$ cat config.mk
export PLATFORM = sky130hd
export DESIGN_NAME = drop_sequencer
export DESIGN_NICKNAME = d
export VERILOG_FILES = /design/src/rtl/drop_pkg.sv /design/src/rtl/drop_cycle_counter.sv /design/src/rtl/drop_sequencer.sv
export SDC_FILE = /design/constraint.sdc
export NUM_CORES = 1
export LEC_CHECK = 0
export ABC_CLOCK_PERIOD_IN_PS = 5150
export BUFFER_PORTS_ARGS = -buffer_cell sky130_fd_sc_hd__buf_2
export CAP_MARGIN = 10
export CORE_UTILIZATION = 61
export CTS_CLUSTER_SIZE = 30
export DETAILED_ROUTE_END_ITERATION = 8
export GPL_TIMING_DRIVEN = 0
export PLACE_DENSITY_LB_ADDON = 0.05
export SLEW_MARGIN = 40
export SYNTH_ARGS = -nofsm -noshare
export SYNTH_HDL_FRONTEND = slang
export SYNTH_HIERARCHICAL = 1
export SYNTH_SLANG_ARGS = --single-unit
$ cat constraint.sdc
create_clock -name clk -period 5.15 [get_ports clk]
set_input_delay 0.2575 -clock clk [delete_from_list [all_inputs] [get_ports clk]]
set_output_delay 0.2575 -clock clk [all_outputs]
set_load 0.005 [all_outputs]
$ cat src/rtl/drop_pkg.sv
// drop_pkg: shared definitions for the drop sequencer slice.
//   state_t : FSM state encoding, also exported on state_o
//   TEMP_W  : width of the temperature values (t_act / t_lim)
//   CNT_W   : width of every cycle counter
package drop_pkg;

  localparam int TEMP_W  = 16;
  localparam int CNT_W   = 16;
  localparam int STATE_W = 3;

  typedef enum logic [STATE_W-1:0] {
    ST_IDLE     = 3'd0,
    ST_ARM      = 3'd1,
    ST_DROP     = 3'd2,
    ST_COOLDOWN = 3'd3,
    ST_FAULT    = 3'd4
  } state_t;

endpackage

$ cat src/rtl/drop_cycle_counter.sv
// drop_cycle_counter: loadable saturating down-counter.
//   clk, rst  : clock and synchronous active-high reset (count -> 0)
//   load      : load load_val (takes priority over en)
//   load_val  : value to load, i.e. the number of cycles to count
//   en        : decrement by one, sticking at zero
//   last      : high while the count is 1 or 0, meaning the current
//               cycle is the final one of the loaded interval
module drop_cycle_counter
  import drop_pkg::*;
(
  input  logic             clk,
  input  logic             rst,
  input  logic             load,
  input  logic [CNT_W-1:0] load_val,
  input  logic             en,
  output logic             last
);

  logic [CNT_W-1:0] count;

  // Down-count with saturation at zero so the counter can never wrap.
  always_ff @(posedge clk) begin
    if (rst) begin
      count <= '0;
    end else if (load) begin
      count <= load_val;
    end else if (en && (count != '0)) begin
      count <= count - CNT_W'(1);
    end
  end

  // Treating 0 like 1 lets a zero-length interval still take one cycle.
  assign last = (count <= CNT_W'(1));

endmodule

$ cat src/rtl/drop_sequencer.sv
// drop_sequencer: controller for the COLD/DROP/HOT drop datapath.
//   clk, rst        : clock, synchronous active-high reset
//   drop_req        : request a drop (accepted in IDLE only)
//   fault_clr       : leave FAULT (honoured in FAULT only)
//   t_act, t_lim    : measured temperature and limit, unsigned
//   drop_activated  : datapath feedback, must stay high during DROP
//   drop_en         : registered drop enable to the datapath
//   t_act_q/t_lim_q : registered temperature / limit snapshot to datapath
//   state_o         : current state encoding
//   busy            : high in ARM, DROP and COOLDOWN
//   done            : one-cycle pulse on the first COOLDOWN cycle
//   fault           : high while in FAULT
module drop_sequencer
  import drop_pkg::*;
#(
  parameter int STABLE_CYCLES   = 4,
  parameter int TIMEOUT_CYCLES  = 1000,
  parameter int DROP_CYCLES     = 8,
  parameter int COOLDOWN_CYCLES = 16
) (
  input  logic               clk,
  input  logic               rst,
  input  logic               drop_req,
  input  logic               fault_clr,
  input  logic [TEMP_W-1:0]  t_act,
  input  logic [TEMP_W-1:0]  t_lim,
  input  logic               drop_activated,
  output logic               drop_en,
  output logic [TEMP_W-1:0]  t_act_q,
  output logic [TEMP_W-1:0]  t_lim_q,
  output logic [STATE_W-1:0] state_o,
  output logic               busy,
  output logic               done,
  output logic               fault
);

  localparam logic [CNT_W-1:0] STABLE_L   = CNT_W'(STABLE_CYCLES);
  localparam logic [CNT_W-1:0] TIMEOUT_L  = CNT_W'(TIMEOUT_CYCLES);
  localparam logic [CNT_W-1:0] DROP_L     = CNT_W'(DROP_CYCLES);
  localparam logic [CNT_W-1:0] COOLDOWN_L = CNT_W'(COOLDOWN_CYCLES);

  state_t state;

  logic cold;
  logic stable_load, stable_en, stable_last;
  logic timeout_load, timeout_en, timeout_last;
  logic win_load, win_en, win_last;
  logic [CNT_W-1:0] win_val;
  logic stable_hit;

  // Equality with the limit is deliberately not cold.
  assign cold       = (t_act_q < t_lim_q);
  assign stable_hit = (state == ST_ARM) && cold && stable_last;

  // Counter steering. The stable counter restarts on any warm sample; the
  // window counter is shared by DROP and COOLDOWN and reloaded on entry.
  always_comb begin
    stable_load  = 1'b0;
    stable_en    = 1'b0;
    timeout_load = 1'b0;
    timeout_en   = 1'b0;
    win_load     = 1'b0;
    win_en       = 1'b0;
    win_val      = DROP_L;
    case (state)
      ST_IDLE: begin
        stable_load  = 1'b1;
        timeout_load = 1'b1;
      end
      ST_ARM: begin
        timeout_en = 1'b1;
        if (cold) stable_en   = 1'b1;
        else      stable_load = 1'b1;
        if (stable_hit) begin
          win_load = 1'b1;
          win_val  = DROP_L;
        end
      end
      ST_DROP: begin
        if (drop_activated && win_last) begin
          win_load = 1'b1;
          win_val  = COOLDOWN_L;
        end else begin
          win_en = 1'b1;
        end
      end
      ST_COOLDOWN: win_en = 1'b1;
      default: ;
    endcase
  end

  drop_cycle_counter u_stable (
    .clk      (clk),
    .rst      (rst),
    .load     (stable_load),
    .load_val (STABLE_L),
    .en       (stable_en),
    .last     (stable_last)
  );

  drop_cycle_counter u_timeout (
    .clk      (clk),
    .rst      (rst),
    .load     (timeout_load),
    .load_val (TIMEOUT_L),
    .en       (timeout_en),
    .last     (timeout_last)
  );

  drop_cycle_counter u_window (
    .clk      (clk),
    .rst      (rst),
    .load     (win_load),
    .load_val (win_val),
    .en       (win_en),
    .last     (win_last)
  );

  // Main FSM with registered drop_en/done and the temperature registers.
  // A completed stable run beats the timeout because it is tested first.
  always_ff @(posedge clk) begin
    if (rst) begin
      state   <= ST_IDLE;
      drop_en <= 1'b0;
      done    <= 1'b0;
      t_act_q <= '0;
      t_lim_q <= '0;
    end else begin
      t_act_q <= t_act;
      done    <= 1'b0;
      case (state)
        ST_IDLE: begin
          if (drop_req) begin
            state   <= ST_ARM;
            t_lim_q <= t_lim;
          end
        end
        ST_ARM: begin
          if (stable_hit) begin
            state   <= ST_DROP;
            drop_en <= 1'b1;
          end else if (timeout_last) begin
            state <= ST_FAULT;
          end
        end
        ST_DROP: begin
          if (!drop_activated) begin
            state   <= ST_FAULT;
            drop_en <= 1'b0;
          end else if (win_last) begin
            state   <= ST_COOLDOWN;
            drop_en <= 1'b0;
            done    <= 1'b1;
          end
        end
        ST_COOLDOWN: begin
          if (win_last) state <= ST_IDLE;
        end
        ST_FAULT: begin
          drop_en <= 1'b0;
          if (fault_clr) state <= ST_IDLE;
        end
        default: begin
          state   <= ST_IDLE;
          drop_en <= 1'b0;
        end
      endcase
    end
  end

  assign state_o = state;
  assign busy    = (state == ST_ARM) || (state == ST_DROP) || (state == ST_COOLDOWN);
  assign fault   = (state == ST_FAULT);

endmodule

* After elaboration in Yosys (flattened, before gate mapping)
Cells that the tools add are included.
Storage, ports and cells: output and inout port bits 39, bits in registers 85
Operators by class: muxes and demuxes 32, $add $sub $neg 3, bitwise gates (word level) 3, order comparisons 4, eq/ne operators 10, reduce and logical (&&, ||, !) cells 22
Operator list (count):
- 16-bit by 1-bit less-or-equal comparator with 1-bit output, second input constant | 3
- 16-bit nonzero test | 3
- 16-bit by 1-bit subtractor with 16-bit output, second input constant | 3
- 16-bit 2-to-1 mux | 2
- 3-bit 2-to-1 mux | 9
- 10-bit 2-to-1 mux | 2
- 16-bit less-than comparator | 1
- 3-bit case mux with 5 select lines | 1
- 1-bit 2-to-1 mux | 12
- 5-bit 2-to-1 mux | 2
- 2-bit inequality test, second input constant | 4
- 3-bit by 2-bit equality test with 1-bit output, second input constant | 2
- 1-bit logical AND | 6
- 3-bit inequality test, second input constant | 2
- 1-bit case mux with 2 select lines | 3
- 2-bit nonzero test | 3
- 2-bit OR reduction | 3
- 5-bit AND reduction | 1
- 3-bit by 1-bit equality test with 1-bit output, second input constant | 1
- 3-bit equality test, second input constant | 1
- 3-bit zero test | 1
- 1-bit inverter | 3
- 1-bit case mux with 3 select lines | 1
- 3-bit AND reduction | 1
- other kinds (3) | 4

* Logic depth before layout (Yosys ltp)
Gate-level depths: netlist (run 1).
word-level depth 7, depth in mapped cells 12

* Cells and area by module
The synthesis (run 1) kept the hierarchy.
By module, submodules not included:
- drop_cycle_counter | area each 997.2 um^2, times used 3, cells an instance 120
- drop_sequencer | area each 1739.2 um^2, times used 1, cells an instance 211

* Worst setup path before layout (run 1)
Ideal clock, no wire load.
path type reg-to-reg, start point register t_lim_q[1], end point register u_stable.count[11], arrival 2.859 ns, required time 5.030 ns, slack 2.171 ns, cell stages (with the launch flop) 11, period minus slack after synthesis 2.979 ns, path buffers 0, setup time 0.120 ns, cells stage by stage dfxtp_1 inv_1 ha_1 a2111o_1 a32oi_2 and3_2 or4b_4 or2_4 a2111oi_0 a2bb2oi_1 o21ai_1
Between the ends: longest elaborated chain between the ends 4, elaborated cells on any way between the ends 7, classes of those cells 1 x order compare; 4 x mux; 2 x reduce/logical
RTL lines:
- start: declaration | line drop_sequencer.sv:30 | output logic [TEMP_W-1:0] t_lim_q,
- start signal: assignment | line drop_sequencer.sv:135 | t_lim_q <= t_lim;
- 16-bit less-than comparator | line drop_sequencer.sv:52 | assign cold = (t_act_q < t_lim_q);
- 1-bit 2-to-1 mux | line drop_sequencer.sv:72 | if (cold) stable_en = 1'b1;
- 1-bit 2-to-1 mux | line drop_sequencer.sv:65 | case (state)
- named net stable_en | line drop_sequencer.sv:45 | logic stable_load, stable_en, stable_last;
- 1-bit logical AND | line drop_cycle_counter.sv:27 | end else if (en && (count != '0)) begin
- end signal: assignment | line drop_cycle_counter.sv:26 | count <= load_val;
- end signal: assignment | line drop_cycle_counter.sv:28 | count <= count - CNT_W'(1);
- end: declaration | line drop_cycle_counter.sv:19 | logic [CNT_W-1:0] count;
The timed path passes the listed nets, and every way through them passes these cells. A chain may end at the register's enable or synchronous reset.

* Final worst setup path (run 1)
Same ends and word-level chain as after synthesis.

==> results.toml, run 1 <==
[run_status]
status = "complete, no violations"

[logic_synthesis]
synthFlopType = "dfxtp_1"
synth-edff-count = 0
yosysTopAreaCell = "dfxtp_1"
synth-seq-area-share = 0.3597
synthTopCellsByCount = "85 x dfxtp_1, 65 x nand2_1, 64 x nor2_1"
syn_area_per_cell_um2 = 8.285
ys_warn_count = 6
syn_inst = 571
synth_top_area_frac = 0.3597
synthArstFlopShare = 0
ys_types = 52
synth.area.top_cells = "dfxtp_1 36%, ha_1 5.6%, nand2_1 5.2%"
synthesis.area_um2 = 4731
ys_ff_latch = 85
yosysMostFrequentCell = "dfxtp_1"

[grt]
grt_max_degree = 25
antenna_found_initial = 0
grt_use_total = 0.3029
grt_pass1_vias = 4499
grt_first_pass_wirelength_mm = 20.17
grt_remaining_overflow = 0

[cts]
clock_sinks = 85
cts_resized = 0
cts_tree = "yes"
post_cts_buffers = 0
cts.path.max_buffers = 2
cts-hold-fix-buffers = 0
insertion_delay_ns = 0.37
cts_root_buf = "clkbuf_8"
htreeDepth = 3
clk_pin_slew_ns = 0.09
numCtsBuffers = 9

[setup_path]
path_depth = 10
critical_path.endpoint_type = "flip-flop"
startpoint = "t_lim_q[1]"
crit_type = "reg -> reg"
ff2ff_path_depth = 10
start_kind = "flip-flop"
crit_fanout = 6
required_ns = 5.41
cpPeakStageDelay_ns = 0.53
worst_path_max_delay_cell = "a2111oi_0"
crit_arrival_ns = 3.63
cp_cell_sequence = "inv_1 > ha_1 > a2111o_1 > a32oi_2 > and3_2 > or4b_4 > or2_4 > a2111oi_0 > a2bb2oi_1 > o21ai_1"
rr_startpoint = "t_lim_q[1]"
critPathTopFamily = "compound AO/OA/AOI/OAI gates"
timing.critical_path.buf_inv = 1

[route]
routed-wl-met2_mm = 5.899
wl_met1_mm = 4.935
drc = 0
wl_mm = 11.84
vias = 4655
routed_via_density = 5.783
drtIter0Drc = 137
maxUsedRoutingLayer = "met4"
firstDrtPassIters = 5
avgRoutedWirePerCell_um = 14.71
dr_wl_met3_um = 715
ant_nets = 0

[place]
post-place-ws_ns = 1.664
dp.cells = 789
io_buffers = 75
place.gp.congestion = 0.8738
dp_hpwl_mm = 8.699

[sta]
finClkSkew_ns = 0.007627
max_freq_mhz = 296.7
tns_ns = 0
drv_slew = 0
worst_slack_ns = 1.780
finalSetupViolations = 0
max_slew_margin = 0.5199
rsz0062_at_grt = "false"
final-hold-violation-count = 0
period_share = 0.6543
tightestPinTransition_ns = 0.7147
post-route-min-period_ns = 3.370

[floorplan]
dieArea_um2 = 8112
core_area_um2 = 7370
start_util = 0.6419
ioPinCount = 76
die-width_um = 90.07
die-height_um = 90.07
fp-row-count = 31

[cells_and_area]
drive_gt1_frac = 0.1785
fin_nets = 759
n_antenna_cell = 0
stdcell_count = 805
fillers = 555
area_growth_pct = 18.96

[pwr]
pwr-share-clk = 0.262
pwr-share-seq = 0.409
ir_worst_vdd_v = 0.0002244
combPwrFrac = 0.329
power_density_nw_per_um2 = 367.7
internal_power_mw = 1.288
p_sw_frac = 0.3776
p_switching_mw = 0.7814
p_leak_nw = 2.306

[run]
max_cap_viol_count = 0

[worst_hold_path]
whs_path_depth = 2
hp-class = "in -> reg"
min_from = "t_act[12]"
==> flip-flops by register name (all words and copies together) (netlist names) <==
name,count
t_act_q,16
t_lim_q,16
u_stable/count,16
state_o,3
done,1
u_timeout/count,16
drop_en,1
u_window/count,16
==> path summary, 6_finish.rpt <==
kind / end / slack (ns)
hold / removal: t_act_q[12] / 0.09
hold reg to reg: t_lim_q[15] / 0.47
setup reg to reg: u_stable/count[11] / 1.78
setup / recovery: u_stable/count[11] / 1.78
==> layout by cell type, fill, tap and decap left out, types with 10 or more instances in the layout <==
cell,n
o21ai_0,22
nor2_1,64
nand3_1,10
a211oi_1,20
nand2_1,65
nor3_1,19
ha_1,21
conb_1,46
or3_1,13
inv_1,32
nor2b_1,19
xor2_1,12
buf_2,77
dfxtp_1,85
a21oi_1,36
a311oi_1,10
clkbuf_1,20
==> final cells by class <==
type	count	area, µm²	share of cell area
clock buffers	9	123.9	0.02201
clock inverters	7	103.9	0.01845
plain buffers	22	85.08	0.01512
repair buffers	75	375.4	0.06670
inverters	32	120.1	0.02134
multi-input cells	476	2994	0.5320
well taps	99	123.9	0.02201
flip-flops and latches	85	1702	0.3024
==> routing by layer <==
metal | global-route usage | vias up
li1 | - | 2292
met1 | 0.3549 | 2157
met2 | 0.5229 | 177
met3 | 0.06937 | 29
met4 | 0.1411 | 0
met5 | 0 | -
==> cell families after synthesis <==
| family | count (synthesis) | synth area share |
|---|---|---|
| DFF | 85 | 0.3597 |
| and+or+nand+nor | 244 | 0.2841 |
| buffers and inverters | 54 | 0.04338 |
| adders and majority gates | 21 | 0.05554 |
| xor gates and xnor gates | 21 | 0.03888 |
| other | 2 | 0.001587 |
| AOI/OAI and AO/OA | 144 | 0.2169 |
==> metrics by stage <==
step                      hold WS (ns)  utilization  instance area (µm²)  power (mW)
after global placement          0.4573       0.7321                 5395       1.494
final                          0.08995       0.7637                 5628       2.069
after global routing           0.07366       0.7637                 5628       2.200
after floorplan                 0.3291            -                 4896       1.334
after CTS                      0.07646       0.7630                 5623       2.067
after detailed placement        0.4621       0.7321                 5395       1.524
==> power by group through the flow <==
stage	logic (mW)	clock network (mW)	registers [mW]
after floorplan	0.494	0	0.839
after global placement	0.641	0	0.853
after detailed placement	0.666	0	0.859
after CTS	0.671	0.552	0.844
after global routing	0.764	0.578	0.858
final	0.680	0.543	0.846
(Power assumes the default switching activity.)
==> run 2, diff against run 1 <==
Settings changed: ABC_CLOCK_PERIOD_IN_PS 5150 to 2800, CORE_UTILIZATION 61 to 51.
Clock period 5.15 ns to 2.8 ns, I/O delays scaled along.
==> run 2 against run 1 <==
The run now ends with negative setup slack left. Fmax up 9.0%. First-iteration DRC count is 23% higher. Flip-flop and latch count stayed put. Combinational power rose by 110%. Setup slack got worse by 2.1 ns. Power is 87% higher. Global-route usage fell by 2.3 points. Count of clock-buffer cells in the layout did not move. Die area increased by 19%. Highest routed layer unchanged.
==> results.toml, run 2 (synthesis results as in run 1) <==
[grt]
grt.busiest_layer = "met2"
grt_first_pass_wirelength_mm = 21.89
grt_use_total = 0.2797
grt_remaining_overflow = 0
grt_pass1_vias = 4711
antenna_found_initial = 0
grt_util_met2 = 0.5238
use_met3 = 0.06156
use_met1 = 0.3217
grt_max_degree = 25

[cells_and_area]
seqCellArea_um2 = 1708
area_growth_pct = 31.58
n_antenna_cell = 0
stdcell_count = 858
multi_input_area_um2 = 3186
final_cell_mix = "80 x dfxtp_1, 77 x buf_2, 64 x nand2_1"
final_common_cell = "dfxtp_1"
fin_nets = 803
drive_gt1_frac = 0.2347
finalInstanceArea_um2 = 6225
fillers = 715
final_util = 0.7035

[worst_hold_path]
hp-class = "in -> reg"
whs_path_depth = 3
min_from = "t_lim[9]"
min_to = "t_lim_q[9]"

[floorplan]
core_area_um2 = 8848
die-width_um = 98.31
start_util = 0.5346
die-height_um = 98.31
fp-row-count = 34
dieArea_um2 = 9665
ioPinCount = 76

[run_status]
violations = "negative setup slack"
status = "finished with violations"

[route]
drtIter0Drc = 169
vias = 4781
avgRoutedWirePerCell_um = 15.25
wl_mm = 13.08
firstDrtPassIters = 7
drc = 0
ant_nets = 0
routed_via_density = 5.572

[setup_path]
crit_type = "reg -> reg"
path_depth = 9
cp_cell_sequence = "inv_2 > ha_4 > a2111o_1 > a32oi_4 > and3_4 > or4b_4 > or2_4 > or3_1 > a311oi_2"
crit_arrival_ns = 3.36
ff2ff_path_depth = 9
required_ns = 3.07
reg2reg_to = "u_stable/count[7]"
crit_fanout = 4
worst_path_max_delay_cell = "or4b_4"
cpPeakStageDelay_ns = 0.49
critical_path.endpoint_type = "flip-flop"
timing.critical_path.buf_inv = 1
critPathTopFamily = "simple AND/OR/NAND/NOR gates"
rr_startpoint = "t_lim_q[1]"
start_kind = "flip-flop"
rrSetupSlack_ns = -0.29

[run]
max_cap_viol_count = 0

[sta]
max_slew_margin = 0.5660
tightestPinTransition_ns = 0.6451
final-hold-violation-count = 0
period_share = 1.104
post-route-min-period_ns = 3.092
tns_ns = -0.9766
drv_slew = 0
whs_ns = 0.01452
worst_slack_ns = -0.2918
max_freq_mhz = 323.4
finalSetupViolations = 7
finClkSkew_ns = 0.01494
rsz0062_at_grt = "true"

[cts]
numCtsBuffers = 9
cts_root_buf = "clkbuf_8"
cts_tree = "yes"
insertion_delay_ns = 0.37
cts.path.max_buffers = 2
htreeDepth = 3
clock_sinks = 85
clk_pin_slew_ns = 0.11

[place]
post-place-ws_ns = -0.6166
place.gp.congestion = 0.8572
dp_hpwl_mm = 8.795
dp.cells = 798
postPlaceCellArea_um2 = 5430
io_buffers = 75

[pwr]
ir_worst_vdd_v = 0.0003963
p_leak_nw = 2.522
power_density_nw_per_um2 = 621.6
total_power_mw = 3.869
## run 2: cell types whose count changed in the layout (fill, tap and decap cells not counted), sizes merged
| cell | previous run | this run |
|---|---|---|
| clkinvlp | 0 | 1 |
| inv | 35 | 38 |
| bufinv | 2 | 0 |
| buf | 77 | 95 |
| clkbuf | 29 | 25 |
| dlygate4sd3 | 0 | 30 |
| clkinv | 2 | 0 |
## run 2: report_power, final
group          leakage [nW]  switching [mW]  internal (mW)
clock                0.0936           0.528          0.345
combinational          1.73           0.836          0.592
sequential            0.703           0.193           1.37
## run 2: repair_timing
action                                  4_1_cts  5_1_grt
hold buffers                                 30        0
endpoints found under the setup margin       39       33
hold endpoints to repair                     30        0
setup buffers                                13        2
pin swaps                                    17        8
resized for setup                            29       30
## run 2: how the worst max path moves through the flow
| stage | from | slack [ns] | end |
|---|---|---|---|
| 6_report | t_lim_q[1] | -0.29 | u_stable/count[7] |
| 3_5_place_dp | u_window/count[0] | -0.62 | u_window/count[11] |
| 5_1_grt | t_lim_q[1] | -0.35 | u_stable/count[7] |
| 2_1_floorplan | t_lim_q[1] | -0.10 | u_stable/count[7] |
| 3_3_place_gp | state_o[0] | -0.53 | u_stable/count[7] |
| 4_1_cts | t_lim_q[1] | -0.17 | u_stable/count[7] |
## run 2: layout make-up
type	count	area share
Inverter	32	0.01970
Multi-Input combinational cell	476	0.5118
Sequential cell	85	0.2744
Buffer	21	0.01588
Timing Repair Buffer	120	0.1266
Clock buffer	9	0.01990
Clock inverter	7	0.01005
Tap cell	108	0.02171
## run 2: routing by layer
layer | vias up | wire, µm
met5 | - | 0
met4 | 0 | 161
met3 | 15 | 629
met2 | 127 | 6802
met1 | 2255 | 5487
li1 | 2384 | -
## run 2: worst register-to-register path, stage by stage (launching register included)
cell and delay (ns):
dfxtp_2 0.35, inv_2 0.05, ha_4 0.22, a2111o_1 0.40, a32oi_4 0.26, and3_4 0.22
or4b_4 0.49, or2_4 0.27, or3_1 0.42, a311oi_2 0.31
